==> config.mk <==
export PLATFORM = sky130hd
export DESIGN_NAME = bram_port_scheduler_flat
export DESIGN_NICKNAME = d
export VERILOG_FILES = /design/src/rtl/dice_if_pkg.sv /design/src/rtl/bram_port_scheduler_if.sv /design/src/rtl/rvalid_pipe.sv /design/src/rtl/bram_port_scheduler.sv /design/src/flat_wrapper.sv
export SDC_FILE = /design/constraint.sdc
export NUM_CORES = 1
export LEC_CHECK = 0
export BUFFER_PORTS_ARGS = -buffer_cell sky130_fd_sc_hd__buf_2
export CORE_ASPECT_RATIO = 0.5
export CORE_MARGIN = 2
export CORE_UTILIZATION = 42
export DETAILED_ROUTE_END_ITERATION = 10
export PLACE_DENSITY_LB_ADDON = 0.1
export SLEW_MARGIN = 20
export SYNTH_ARGS = -nofsm -noshare
export SYNTH_HDL_FRONTEND = slang
export SYNTH_SLANG_ARGS = --single-unit
==> constraint.sdc <==
create_clock -name clock -period 2.4 [get_ports clock]
set_input_delay 0.36 -clock clock [delete_from_list [all_inputs] [get_ports clock]]
set_output_delay 0.36 -clock clock [all_outputs]
set_load 0.02 [all_outputs]
==> src/rtl/dice_if_pkg.sv <==
// Shared types and constants for the image BRAM port scheduler.
// The frame FSM state and the word-to-byte address helper live here.
package dice_if_pkg;

  localparam int         ADDR_W     = 17;
  localparam int         BRAM_W     = 32;
  localparam int         BYTE_SHIFT = 2;
  localparam logic [3:0] WE_ALL     = 4'b1111;

  typedef enum logic [2:0] {
    ST_IDLE   = 3'd0,
    ST_GRAD   = 3'd1,
    ST_SWITCH = 3'd2,
    ST_GAMMA  = 3'd3,
    ST_DRAIN  = 3'd4
  } state_t;

  // 32-bit words: byte address is the word index shifted left by two.
  function automatic logic [BRAM_W-1:0] word_to_byte(input logic [ADDR_W-1:0] i_word);
    return {{(BRAM_W-ADDR_W-BYTE_SHIFT){1'b0}}, i_word, {BYTE_SHIFT{1'b0}}};
  endfunction

endpackage

==> src/rtl/bram_port_scheduler_if.sv <==
// Engine-side and BRAM-side signal bundle of the port scheduler.
// Handshake: a requester raises *_req and holds it (with its address) until the
// cycle it sees *_gnt; the access happens in the cycle where req and gnt are both high.
interface bram_port_scheduler_if;
  import dice_if_pkg::*;

  logic              frame_start;
  logic              grad_req;
  logic              grad_wr;
  logic [ADDR_W-1:0] grad_addr;
  logic              grad_done;
  logic              grad_gnt;
  logic              gamma_req;
  logic [ADDR_W-1:0] gamma_addr_ref;
  logic [ADDR_W-1:0] gamma_addr_def;
  logic              gamma_done;
  logic              gamma_gnt;
  logic              gamma_rvalid;
  logic              bram_en;
  logic [3:0]        bram_we;
  logic [BRAM_W-1:0] bram_addr_ref;
  logic [BRAM_W-1:0] bram_addr_def;
  logic              grad_phase;
  logic              frame_busy;
  logic              frame_done;
  logic [ADDR_W-1:0] wr_count;
  logic              err_overrun;
  logic              err_short;
  state_t            dbg_state;

  modport master (
    input  frame_start, grad_req, grad_wr, grad_addr, grad_done,
           gamma_req, gamma_addr_ref, gamma_addr_def, gamma_done,
    output grad_gnt, gamma_gnt, gamma_rvalid, bram_en, bram_we,
           bram_addr_ref, bram_addr_def, grad_phase, frame_busy,
           frame_done, wr_count, err_overrun, err_short, dbg_state
  );

  modport slave (
    output frame_start, grad_req, grad_wr, grad_addr, grad_done,
           gamma_req, gamma_addr_ref, gamma_addr_def, gamma_done,
    input  grad_gnt, gamma_gnt, gamma_rvalid, bram_en, bram_we,
           bram_addr_ref, bram_addr_def, grad_phase, frame_busy,
           frame_done, wr_count, err_overrun, err_short, dbg_state
  );

endinterface

==> src/rtl/rvalid_pipe.sv <==
// Read-valid tracker: one bit per granted read travels DEPTH stages and
// emerges as read-data-valid; o_empty is high when nothing is in flight.
module rvalid_pipe #(
  parameter int DEPTH = 3
) (
  input  logic clk,
  input  logic rst_n,
  input  logic i_valid,
  output logic o_valid,
  output logic o_empty
);

  logic [DEPTH-1:0] r_pipe;

  always_ff @(posedge clk or negedge rst_n) begin
    if (!rst_n) begin
      r_pipe <= '0;
    end else begin
      r_pipe <= {r_pipe[DEPTH-2:0], i_valid};
    end
  end

  assign o_valid = r_pipe[DEPTH-1];
  assign o_empty = ~|r_pipe;

endmodule

==> src/rtl/bram_port_scheduler.sv <==
// Frame scheduler sharing the image BRAM port: gradient writes first, then
// gamma ref/def reads, with registered BRAM controls and read-valid tracking.
module bram_port_scheduler
  import dice_if_pkg::*;
#(
  parameter int BRAM_LAT  = 2,
  parameter int PIX_COUNT = 76800
) (
  input  logic                   clock,
  input  logic                   resetn,
  bram_port_scheduler_if.master  bus
);

  localparam logic [ADDR_W-1:0] PIX_W = ADDR_W'(PIX_COUNT);

  state_t            r_state;
  state_t            w_state_nxt;

  logic              w_grad_gnt;
  logic              w_gamma_gnt;
  logic              w_frame_done;
  logic              w_wr_inc;
  logic [ADDR_W-1:0] w_wr_count_nxt;
  logic              w_rvalid;
  logic              w_pipe_empty;

  logic              r_bram_en;
  logic [3:0]        r_bram_we;
  logic [BRAM_W-1:0] r_addr_ref;
  logic [BRAM_W-1:0] r_addr_def;
  logic [ADDR_W-1:0] r_wr_count;
  logic              r_err_overrun;
  logic              r_err_short;

  always_ff @(posedge clock or negedge resetn) begin
    if (!resetn) begin
      r_state <= ST_IDLE;
    end else begin
      r_state <= w_state_nxt;
    end
  end

  always_comb begin
    w_state_nxt = r_state;
    case (r_state)
      ST_IDLE:   if (bus.frame_start) w_state_nxt = ST_GRAD;
      ST_GRAD:   if (bus.grad_done)   w_state_nxt = ST_SWITCH;
      ST_SWITCH:                      w_state_nxt = ST_GAMMA;
      ST_GAMMA:  if (bus.gamma_done)  w_state_nxt = ST_DRAIN;
      ST_DRAIN:  if (w_pipe_empty)    w_state_nxt = ST_IDLE;
      default:                        w_state_nxt = ST_IDLE;
    endcase
  end

  // Grants are combinational so a held request is accepted in its own cycle.
  always_comb begin
    w_grad_gnt   = 1'b0;
    w_gamma_gnt  = 1'b0;
    w_frame_done = 1'b0;
    case (r_state)
      ST_GRAD:  w_grad_gnt   = bus.grad_req;
      ST_GAMMA: w_gamma_gnt  = bus.gamma_req;
      ST_DRAIN: w_frame_done = w_pipe_empty;
      default: ;
    endcase
  end

  always_comb begin
    w_wr_inc       = w_grad_gnt & bus.grad_wr;
    w_wr_count_nxt = r_wr_count;
    if (w_wr_inc && (r_wr_count != '1)) begin
      w_wr_count_nxt = r_wr_count + ADDR_W'(1);
    end
  end

  always_ff @(posedge clock or negedge resetn) begin
    if (!resetn) begin
      r_bram_en     <= 1'b0;
      r_bram_we     <= '0;
      r_addr_ref    <= '0;
      r_addr_def    <= '0;
      r_wr_count    <= '0;
      r_err_overrun <= 1'b0;
      r_err_short   <= 1'b0;
    end else begin
      r_bram_en <= w_grad_gnt | w_gamma_gnt;
      r_bram_we <= w_wr_inc ? WE_ALL : 4'b0000;

      // Addresses only move on a grant; idle cycles leave the last value on the port.
      if (w_grad_gnt) begin
        r_addr_ref <= word_to_byte(bus.grad_addr);
      end else if (w_gamma_gnt) begin
        r_addr_ref <= word_to_byte(bus.gamma_addr_ref);
        r_addr_def <= word_to_byte(bus.gamma_addr_def);
      end

      if ((r_state == ST_IDLE) && bus.frame_start) begin
        r_wr_count <= '0;
      end else begin
        r_wr_count <= w_wr_count_nxt;
      end

      if (bus.frame_start && (r_state != ST_IDLE)) begin
        r_err_overrun <= 1'b1;
      end

      // The check includes a write granted in the same cycle as grad_done.
      if ((r_state == ST_GRAD) && bus.grad_done && (w_wr_count_nxt != PIX_W)) begin
        r_err_short <= 1'b1;
      end
    end
  end

  rvalid_pipe #(
    .DEPTH (BRAM_LAT + 1)
  ) u_rvalid_pipe (
    .clk     (clock),
    .rst_n   (resetn),
    .i_valid (w_gamma_gnt),
    .o_valid (w_rvalid),
    .o_empty (w_pipe_empty)
  );

  assign bus.grad_gnt      = w_grad_gnt;
  assign bus.gamma_gnt     = w_gamma_gnt;
  assign bus.gamma_rvalid  = w_rvalid;
  assign bus.bram_en       = r_bram_en;
  assign bus.bram_we       = r_bram_we;
  assign bus.bram_addr_ref = r_addr_ref;
  assign bus.bram_addr_def = r_addr_def;
  assign bus.grad_phase    = (r_state == ST_GRAD);
  assign bus.frame_busy    = (r_state != ST_IDLE);
  assign bus.frame_done    = w_frame_done;
  assign bus.wr_count      = r_wr_count;
  assign bus.err_overrun   = r_err_overrun;
  assign bus.err_short     = r_err_short;
  assign bus.dbg_state     = r_state;

endmodule

==> src/flat_wrapper.sv <==
// flat-port wrapper written by rule: the top's interface ports become plain ports
module bram_port_scheduler_flat import dice_if_pkg::*;
#(
  parameter int BRAM_LAT  = 2,
  parameter int PIX_COUNT = 76800
)
  (clock, resetn, bus_frame_start, bus_grad_req, bus_grad_wr, bus_grad_addr, bus_grad_done, bus_gamma_req, bus_gamma_addr_ref, bus_gamma_addr_def, bus_gamma_done, bus_grad_gnt, bus_gamma_gnt, bus_gamma_rvalid, bus_bram_en, bus_bram_we, bus_bram_addr_ref, bus_bram_addr_def, bus_grad_phase, bus_frame_busy, bus_frame_done, bus_wr_count, bus_err_overrun, bus_err_short, bus_dbg_state);
  bram_port_scheduler_if bus_i ();
  input  logic clock;
  input  logic resetn;
  input wire logic [$bits(bus_i.frame_start)-1:0] bus_frame_start;
  input wire logic [$bits(bus_i.grad_req)-1:0] bus_grad_req;
  input wire logic [$bits(bus_i.grad_wr)-1:0] bus_grad_wr;
  input wire logic [$bits(bus_i.grad_addr)-1:0] bus_grad_addr;
  input wire logic [$bits(bus_i.grad_done)-1:0] bus_grad_done;
  input wire logic [$bits(bus_i.gamma_req)-1:0] bus_gamma_req;
  input wire logic [$bits(bus_i.gamma_addr_ref)-1:0] bus_gamma_addr_ref;
  input wire logic [$bits(bus_i.gamma_addr_def)-1:0] bus_gamma_addr_def;
  input wire logic [$bits(bus_i.gamma_done)-1:0] bus_gamma_done;
  output wire logic [$bits(bus_i.grad_gnt)-1:0] bus_grad_gnt;
  output wire logic [$bits(bus_i.gamma_gnt)-1:0] bus_gamma_gnt;
  output wire logic [$bits(bus_i.gamma_rvalid)-1:0] bus_gamma_rvalid;
  output wire logic [$bits(bus_i.bram_en)-1:0] bus_bram_en;
  output wire logic [$bits(bus_i.bram_we)-1:0] bus_bram_we;
  output wire logic [$bits(bus_i.bram_addr_ref)-1:0] bus_bram_addr_ref;
  output wire logic [$bits(bus_i.bram_addr_def)-1:0] bus_bram_addr_def;
  output wire logic [$bits(bus_i.grad_phase)-1:0] bus_grad_phase;
  output wire logic [$bits(bus_i.frame_busy)-1:0] bus_frame_busy;
  output wire logic [$bits(bus_i.frame_done)-1:0] bus_frame_done;
  output wire logic [$bits(bus_i.wr_count)-1:0] bus_wr_count;
  output wire logic [$bits(bus_i.err_overrun)-1:0] bus_err_overrun;
  output wire logic [$bits(bus_i.err_short)-1:0] bus_err_short;
  output wire logic [$bits(bus_i.dbg_state)-1:0] bus_dbg_state;
  assign bus_i.frame_start = bus_frame_start;
  assign bus_i.grad_req = bus_grad_req;
  assign bus_i.grad_wr = bus_grad_wr;
  assign bus_i.grad_addr = bus_grad_addr;
  assign bus_i.grad_done = bus_grad_done;
  assign bus_i.gamma_req = bus_gamma_req;
  assign bus_i.gamma_addr_ref = bus_gamma_addr_ref;
  assign bus_i.gamma_addr_def = bus_gamma_addr_def;
  assign bus_i.gamma_done = bus_gamma_done;
  assign bus_grad_gnt = bus_i.grad_gnt;
  assign bus_gamma_gnt = bus_i.gamma_gnt;
  assign bus_gamma_rvalid = bus_i.gamma_rvalid;
  assign bus_bram_en = bus_i.bram_en;
  assign bus_bram_we = bus_i.bram_we;
  assign bus_bram_addr_ref = bus_i.bram_addr_ref;
  assign bus_bram_addr_def = bus_i.bram_addr_def;
  assign bus_grad_phase = bus_i.grad_phase;
  assign bus_frame_busy = bus_i.frame_busy;
  assign bus_frame_done = bus_i.frame_done;
  assign bus_wr_count = bus_i.wr_count;
  assign bus_err_overrun = bus_i.err_overrun;
  assign bus_err_short = bus_i.err_short;
  assign bus_dbg_state = bus_i.dbg_state;
  bram_port_scheduler #(.BRAM_LAT(BRAM_LAT), .PIX_COUNT(PIX_COUNT)) u_core (.clock(clock), .resetn(resetn), .bus(bus_i));
endmodule
==> metrics, run 1 <==
Fmax 426 MHz; layout cells sized above 1 39.1%; sw frac 38.8%; sequential power share 32.2%; Crit Path Category flop to flop; initial antenna violation count 0; fin crit share 97.8%; CTS buffer count 9; Routed Antenna Nets 0; register area share after synthesis 48.4%; Design Power 4.76 mW; PortBufs 125; drt pass-1 iters 4; mean area per synthesized cell 8.97 um^2; clk slew on worst S/H paths 0.05 ns; cell area after layout 4370 um^2; clk sink count 61; Area contributors post-synth dfrtp_1, nand2_1, buf_4; cell mode on critical path and3_4; count of final hold-check violations 0; commonest cells in the netlist nand2_1, dfrtp_1, buf_4; count leader, synth nand2_1; FF+latch area 1540 um^2; Initial Util 43.3%; cell count after synthesis 352; P_sw 1.84 mW; Final Max Slew Viols 0; EDFF count, synth 0; Pleak 2.35 nW; clock skew 0.00518 ns; nets 562; Slew HR 48.8%; Routed Wire Length 7.63 mm; peak supply drop 0.680 mV; Top-Level Pins 156; Final Critical Period 2.35 ns; area leader, netlist dfrtp_1; endpoints failing setup 0; critical path, cell by cell and3_4 -> and3_4 -> and3_4 -> ha_4 -> and3b_2 -> and4_4 -> nand3_1 -> xor2_1 -> o41ai_1 -> nand3_1; Remaining Overflow, GRT 0; DR vias/cell 4.82; Main synth FF type dfrtp_1; RSZ-0062 raised after global routing true; first-pass GRT wire length 12.7 mm; clk buf depth 2; GPL Wtd Cong 0.860; CTS tree done; largest net degree at the start of global routing 62; hold slack final 0.192 ns; Vias 2,899; vias in the first global route 2,670; CP Capture Type flop; die footprint 8270 um^2; fraction of registers with async set/reset 100%; P per Cell Area 1090 nW/um^2; DRC viols 0; worst hold path type input port to asynchronous set/reset pin; worst-path fanout max 4; top-area cell type share of the netlist area 48.4%; DRT iter0 DRCs 149; crit path DAT 2.54 ns; Skew-Pair Late Insertion Delay 0.33 ns; Placed Area 4030 um^2; Core Util, Final 59.9%; chip width 127 um; Root Buffer clkbuf_16; crit start category flop; wire per inst 12.7 um; Filler Cells Inserted 674; core box area 7290 um^2; post-DP HPWL 5.52 mm; row count 22; Die H 65.3 um; status complete, no violations; internal cell power 2.91 mW; n_diodes 0; slowest stage delay, CP 0.40 ns; GRT Util Overall 19.4%; synth warn 0; register bit total from synthesis 61; max cap viols 0; CP max-delay cell dfrtp_2; combinational fraction of design power 39.5%; Layout area overhead 38.3%; Slew @ Worst Pin 0.768 ns; area of the multi-input gates 1520 um^2; Synth Cell Area 3160 um^2; Netlist cell types 45; H-tree depth 3; clock share of power 28.3%; required time worst endpoint 2.59 ns
==> layout by cell type, fill, tap and decap left out, types with 3 or more instances in the layout <==
master,count
a21oi_1,9
a22oi_1,16
and3_1,6
and3_4,3
buf_2,125
buf_4,30
clkbuf_1,3
clkbuf_16,9
conb_1,30
dfrtp_1,54
dfrtp_2,7
inv_1,7
nand2_1,97
nand3_1,10
nor2_1,25
nor3_1,4
xnor2_1,9
xor2_1,9
==> metal layers <==
layer / share of wire [%] / up-vias / track usage [%]
met5: 0 / - / 0
met4: 1.7 / 0 / 7.14
met3: 8.3 / 16 / 6.11
met2: 47 / 108 / 31.8
met1: 43 / 1355 / 24.5
li1: - / 1420 / -
==> layout make-up <==
class                   instances  share of cell area [%]
repair buffers                155                    19.5
well taps                      96                    2.75
clock buffers                  12                    5.42
clock inverters                 4                    1.66
flip-flops and latches         61                    35.2
multi-input cells             266                    34.8
inverters                       8                   0.688
==> per-stage QoR <==
stage	cells	setup TNS (ns)	worst slack, ns
2_1_floorplan	381	-0.00428	-0.00428
3_3_place_gp	586	-0.0133	-0.0133
3_5_place_dp	586	-0.0739	-0.0739
4_1_cts	602	0	0.00867
5_1_grt	602	-0.0755	-0.0694
6_report	602	0	0.0524
==> repair_timing <==
| action | CTS | global route |
|---|---|---|
| hold buffers | 0 | 0 |
| setup buffers | 0 | 0 |
| endpoints found under the hold margin | 0 | 0 |
| pin swaps | 0 | 3 |
| setup endpoints to repair | 1 | 1 |
| gates resized for setup | 1 | 6 |
==> kinds of logic (layout without fill, tap and decap cells) <==
logic type / count (synthesis) / count (layout) / synth area share [%]
simple gates: 171 / 171 / 25.1
flops: 61 / 61 / 48.4
buf+inv: 54 / 179 / 10.7
compound gates: 44 / 44 / 9.55
xor+xnor: 18 / 18 / 4.99
fa+ha+maj: 2 / 2 / 0.793
other cells: 1 / 30 / 0.119
mux: 1 / 1 / 0.317
==> worst max-delay path, delay by kind of cell (launching register included) <==
family / cells / cell delay [ns]
adder cells (fa/ha/maj): 1 / 0.15
AND/OR/NAND/NOR: 7 / 1.25
XOR/XNOR: 1 / 0.17
flip-flops: 1 / 0.40
AO/OA/AOI/OAI: 1 / 0.24
==> registers in the layout (all words and copies together) (netlist names) <==
signal,flops
u_core.bus.bram_addr_def,17
u_core.bus.err_short,1
u_core.bus.err_overrun,1
u_core.u_rvalid_pipe.r_pipe,3
u_core.bus.wr_count,17
u_core.bus.dbg_state,3
u_core.bus.bram_we,1
u_core.bus.bram_addr_ref,17
u_core.bus.bram_en,1
==> power by group through the flow <==
stage / Combinational, mW / Sequential (mW) / Clock (mW)
2_1_floorplan: 0.841 / 1.96 / 0
3_3_place_gp: 1.88 / 1.55 / 0
3_5_place_dp: 1.90 / 1.54 / 0
4_1_cts: 1.90 / 1.54 / 1.38
5_1_grt: 2.09 / 1.58 / 1.43
6_report: 1.88 / 1.53 / 1.34
==> path summary, 6_finish.rpt <==
kind,from,cells past startpoint,slack [ns],end
worst max-delay path,u_core.bus.wr_count[10],10,0.05,u_core.bus.err_short
worst min-delay path,resetn,2,0.19,u_core.bus.bram_addr_def[18]
worst max register to register,u_core.bus.wr_count[10],10,0.05,u_core.bus.err_short
worst min register to register,u_core.u_rvalid_pipe.r_pipe[1],0,0.38,u_core.u_rvalid_pipe.r_pipe[2]
max in group asynchronous,resetn,2,1.65,u_core.bus.wr_count[5]
min in group clock,bus_gamma_addr_def[2],3,0.22,u_core.bus.bram_addr_def[4]
Power figures use the tool's default switching activity.
==> run 2, diff against run 1 <==
- CELL_PAD_IN_SITES_DETAIL_PLACEMENT: default -> 1
- CELL_PAD_IN_SITES_GLOBAL_PLACEMENT: default -> 2
- CORE_UTILIZATION: 42 -> 23
==> run 2 against run 1 <==
Fmax down 0.98%. Non-clock buffer count up 6. Clock skew up 0.00089 ns. Cell count up 14%. Count of clock-buffer cells in the layout down 2. Global-route usage down 5.6 points. Sequential power about the same. Largest power group unchanged. Die area up 78%. Total power down 2.1%.
==> metrics, run 2 (synthesized netlist as in run 1, its figures left out) <==
clk sink count 61; clock skew 0.00607 ns; Routed Wire Length 9.82 mm; required time worst endpoint 2.60 ns; worst setup margin 0.0291 ns; Final Critical Period 2.37 ns; Root Buffer clkbuf_16; most frequent cells in the layout buf_2, nand2_1, dfrtp_1; Layout area overhead 43.3%; DR vias/cell 4.22; max cap viols 0; fin crit share 98.8%; worst-path fanout max 4; reg2reg end u_core.bus.err_short; peak supply drop 0.358 mV; Worst Reg-to-Reg Cells 10; CTS buffer count 9; Placed Area 4180 um^2; Die H 86.8 um; P per Cell Area 1030 nW/um^2; CP Capture Type flop; Remaining Overflow, GRT 0; row count 30; Final Max Slew Viols 0; crit start category flop; crit path DAT 2.57 ns; Routed Antenna Nets 0; drt pass-1 iters 4; Initial Util 23.4%; initial antenna violation count 1; nets 568; first-pass GRT wire length 15.5 mm; commonest non-fill, non-tap cell in the layout buf_2; vias in the first global route 2,929; clk slew on worst S/H paths 0.06 ns; Skew-Pair Late Insertion Delay 0.33 ns; worst hold path type input port to asynchronous set/reset pin; GPL Wtd Cong 0.744; Filler Cells Inserted 1,597; Crit Path Category flop to flop; RSZ-0062 raised after global routing true; pre-CTS setup slack -0.106 ns; GRT Util Overall 13.8%; n_diodes 0; Pleak 2.37 nW; DRC viols 0; status complete, no violations; DRT iter0 DRCs 76; endpoints failing setup 0; H-tree depth 3; Fmax 422 MHz; largest net degree at the start of global routing 62; layout cells sized above 1 41.2%; CTS tree done; wire per inst 14.3 um; post-DP HPWL 7.29 mm; Top-Level Pins 156; PortBufs 125; count of final hold-check violations 0; Vias 2,905; cell area after layout 4520 um^2; core box area 13,500 um^2; die footprint 14,700 um^2; Worst R2R Start u_core.bus.wr_count[10]; chip width 170 um; # hold bufs at CTS 0; R2R setup slack 0.03 ns; clk buf depth 2
-- run 2: metal layers --
metal	track usage (%)	vias up	wire, um
met3	4.61	6	568
met5	0	-	0
met2	24.1	84	4930
met1	16.7	1391	4250
met4	3.03	0	66
li1	-	1424	-
-- run 2: worst max-delay path by stage --
stage,startpoint,to,slack (ns),cells after the start
final,u_core.bus.wr_count[10],u_core.bus.err_short,0.03,10
after global routing,u_core.bus.wr_count[3],u_core.bus.err_short,-0.09,12
after CTS,u_core.bus.wr_count[3],u_core.bus.err_short,0.007,11
after detailed placement,u_core.bus.wr_count[10],u_core.bus.err_short,-0.11,10
after global placement,u_core.bus.wr_count[10],u_core.bus.err_short,-0.04,10
after floorplan,u_core.bus.wr_count[5],u_core.bus.err_short,-0.004,12
-- run 2: where the power goes --
| group | total [mW] | switching (mW) | internal (mW) |
|---|---|---|---|
| clock | 1.18 | 0.485 | 0.694 |
| combinational | 1.94 | 1.28 | 0.659 |
| sequential | 1.54 | 0.176 | 1.36 |
-- run 2: area by class of cell --
cell class / count / area, um^2 / area share [%]
tap: 176 / 220 / 4.87
multi-input combinational: 266 / 1560 / 34.5
clock inverter: 6 / 40.0 / 0.885
inverter: 8 / 30.0 / 0.664
sequential: 61 / 1540 / 33.9
clock buffer: 10 / 229 / 5.06
timing repair buffer: 161 / 908 / 20.1
-- run 2: what timing repair did --
action	CTS	global route
buffers inserted	1	0
endpoints found under the setup margin	1	1
gates resized for setup	4	9
cloned	0	0
pin swaps	5	3
-- run 2: per-stage QoR --
stage | TNS, ns | hold slack (ns) | std cells | power (mW) | util (%)
floorplan | -0.00428 | 0.0644 | 381 | 2.80 | -
global placement | -0.0395 | 0.362 | 671 | 3.52 | 31.0
detailed placement | -0.106 | 0.375 | 671 | 3.53 | 31.0
CTS | 0 | 0.0452 | 688 | 4.75 | 33.2
global route | -0.0923 | 0.0484 | 688 | 5.01 | 33.6
finish | 0 | 0.0254 | 688 | 4.66 | 33.6
-- run 2: critical path: stages (launching register included) --
cell	delay, ns
dfrtp_2	0.39
and3_4	0.18
and3_4	0.17
and3_4	0.18
ha_4	0.15
and3b_2	0.27
and4_4	0.25
nand3_2	0.09
xor2_2	0.16
o41ai_2	0.28
nand3_1	0.10
==> run 3, diff against run 2 <==
- CORE_ASPECT_RATIO: 0.5 -> 1.2
==> run 3 against run 2 <==
The flow now finishes with violations (setup timing). Clock power hardly changed. Sequential power is essentially flat. Count of clock-buffer cells in the layout up 1. Cell count down 1.3%. Worst setup slack lost 0.030 ns. Wire length is 6.7% higher. Sequential cell count is the same. Via count rose by 2.5%. Non-clock buffer count stayed put. First-iteration DRC count decreased by 13%. Combinational power hardly changed. Cell area decreased by 0.39%.
==> metrics, run 3 (synthesized netlist as in run 1, its figures left out) <==
Die H 132 um; GRT Util Overall 14.3%; PortBufs 125; sequential power share 33.7%; Final Critical Period 2.40 ns; crit start category flop; GPL Wtd Cong 0.768; RSZ-0062 raised after global routing true; CTS tree done; nets 568; Pleak 2.36 nW; n_diodes 0; clk buf depth 2; Remaining Overflow, GRT 0; worst-path fanout max 3; DR vias/cell 4.38; Placed Area 4160 um^2; core box area 13,300 um^2; R2R setup slack -0.0008 ns; most frequent cells in the layout buf_2, nand2_1, dfrtp_1; Slew HR 41.2%; CP Capture Type flop; required time worst endpoint 2.58 ns; fin crit share 100%; row count 46; P_sw 1.94 mW; wire per inst 15.4 um; Slew @ Worst Pin 0.882 ns; max cap viols 0; endpoints failing setup 1; combinational fraction of design power 40.9%; DRC viols 0; status finished with violations; peak supply drop 0.410 mV; layout cells sized above 1 41.1%; initial antenna violation count 0; drt pass-1 iters 4; clock skew 0.00657 ns; post-DP HPWL 8.01 mm; largest net degree at the start of global routing 38; DRT iter0 DRCs 66; cell area after layout 4510 um^2; chip width 111 um; vias in the first global route 3,131; Top-Level Pins 156; sw frac 41.6%; P per Cell Area 1030 nW/um^2; H-tree depth 3; worst setup margin -0.000849 ns; Filler Cells Inserted 1,601; CTS buffer count 9; first-pass GRT wire length 16.7 mm; Crit Path Category flop to flop; Root Buffer clkbuf_16; clk slew on worst S/H paths 0.05 ns; Skew-Pair Late Insertion Delay 0.32 ns; hold slack final 0.157 ns; die footprint 14,700 um^2; worst hold path type input port to asynchronous set/reset pin; clock share of power 25.3%; Fmax 417 MHz; Layout area overhead 42.8%; clk sink count 61; total negative slack -0.000849 ns; commonest non-fill, non-tap cell in the layout buf_2; Routed Antenna Nets 0; Final Max Slew Viols 0; internal cell power 2.72 mW; count of final hold-check violations 0; Routed Wire Length 10.5 mm; Vias 2,977; violated checks setup timing; Initial Util 23.7%; crit path DAT 2.59 ns
==> run 3: final timing paths <==
kind	startpoint	cells after the start	endpoint
min	resetn	1	u_core.bus.wr_count[14]
max reg2reg	u_core.bus.wr_count[0]	10	u_core.bus.err_short
max in group asynchronous	resetn	2	u_core.bus.bram_en
min in group clock	bus_gamma_addr_def[12]	3	u_core.bus.bram_addr_def[14]
min reg2reg	u_core.u_rvalid_pipe.r_pipe[1]	0	u_core.u_rvalid_pipe.r_pipe[2]
max	u_core.bus.wr_count[0]	10	u_core.bus.err_short
==> run 3: through the flow <==
step	total power, mW	instances	setup WS [ns]	utilization, %
after floorplan	2.80	381	-0.00428	-
after global placement	3.49	662	-0.0370	31.3
after detailed placement	3.52	662	-0.116	31.3
after CTS	4.74	678	-0.0405	33.5
after global routing	5.00	679	-0.0803	33.9
final	4.65	679	-0.000849	33.9
==> run 3: power by group through the flow <==
stage | Sequential [mW] | Clock (mW) | Combinational (mW)
after floorplan | 1.96 | 0 | 0.841
after global placement | 1.57 | 0 | 1.92
after detailed placement | 1.59 | 0 | 1.94
after CTS | 1.58 | 1.22 | 1.94
after global routing | 1.63 | 1.26 | 2.11
final | 1.57 | 1.18 | 1.91
==> run 3: cell type report <==
type                       count  area [um^2]  area share, %
timing repair buffer         161          912           20.2
sequential                    61         1540           34.1
tap                          168          210           4.66
inverter                       8         30.0          0.666
clock inverter                 4         25.0          0.555
clock buffer                  11          243           5.39
multi-input combinational    266         1550           34.4
==> run 3: worst max-delay path: stages, from the launching register on <==
cell     delay [ns]
dfrtp_2        0.42
ha_4           0.16
and3_4         0.16
and3_4         0.18
ha_4           0.15
and3b_2        0.25
and4_4         0.27
nand3_4        0.08
xor2_2         0.17
o41ai_2        0.30
nand3_1        0.11
==> run 3: layer usage <==
metal  global-route usage [%]  vias up  wire length [um]
li1                         -     1424                 -
met1                     16.3     1454              4170
met2                     25.4       85              5460
met3                     4.09       14               613
met4                     5.76        0               241
met5                        0        -                 0
==> run 3: repair_timing <==
action | 4_1_cts | 5_1_grt
pin swaps | 5 | 4
hold buffers | 0 | 0
setup buffers | 1 | 1
setup endpoints to repair | 1 | 2
resized for setup | 3 | 10
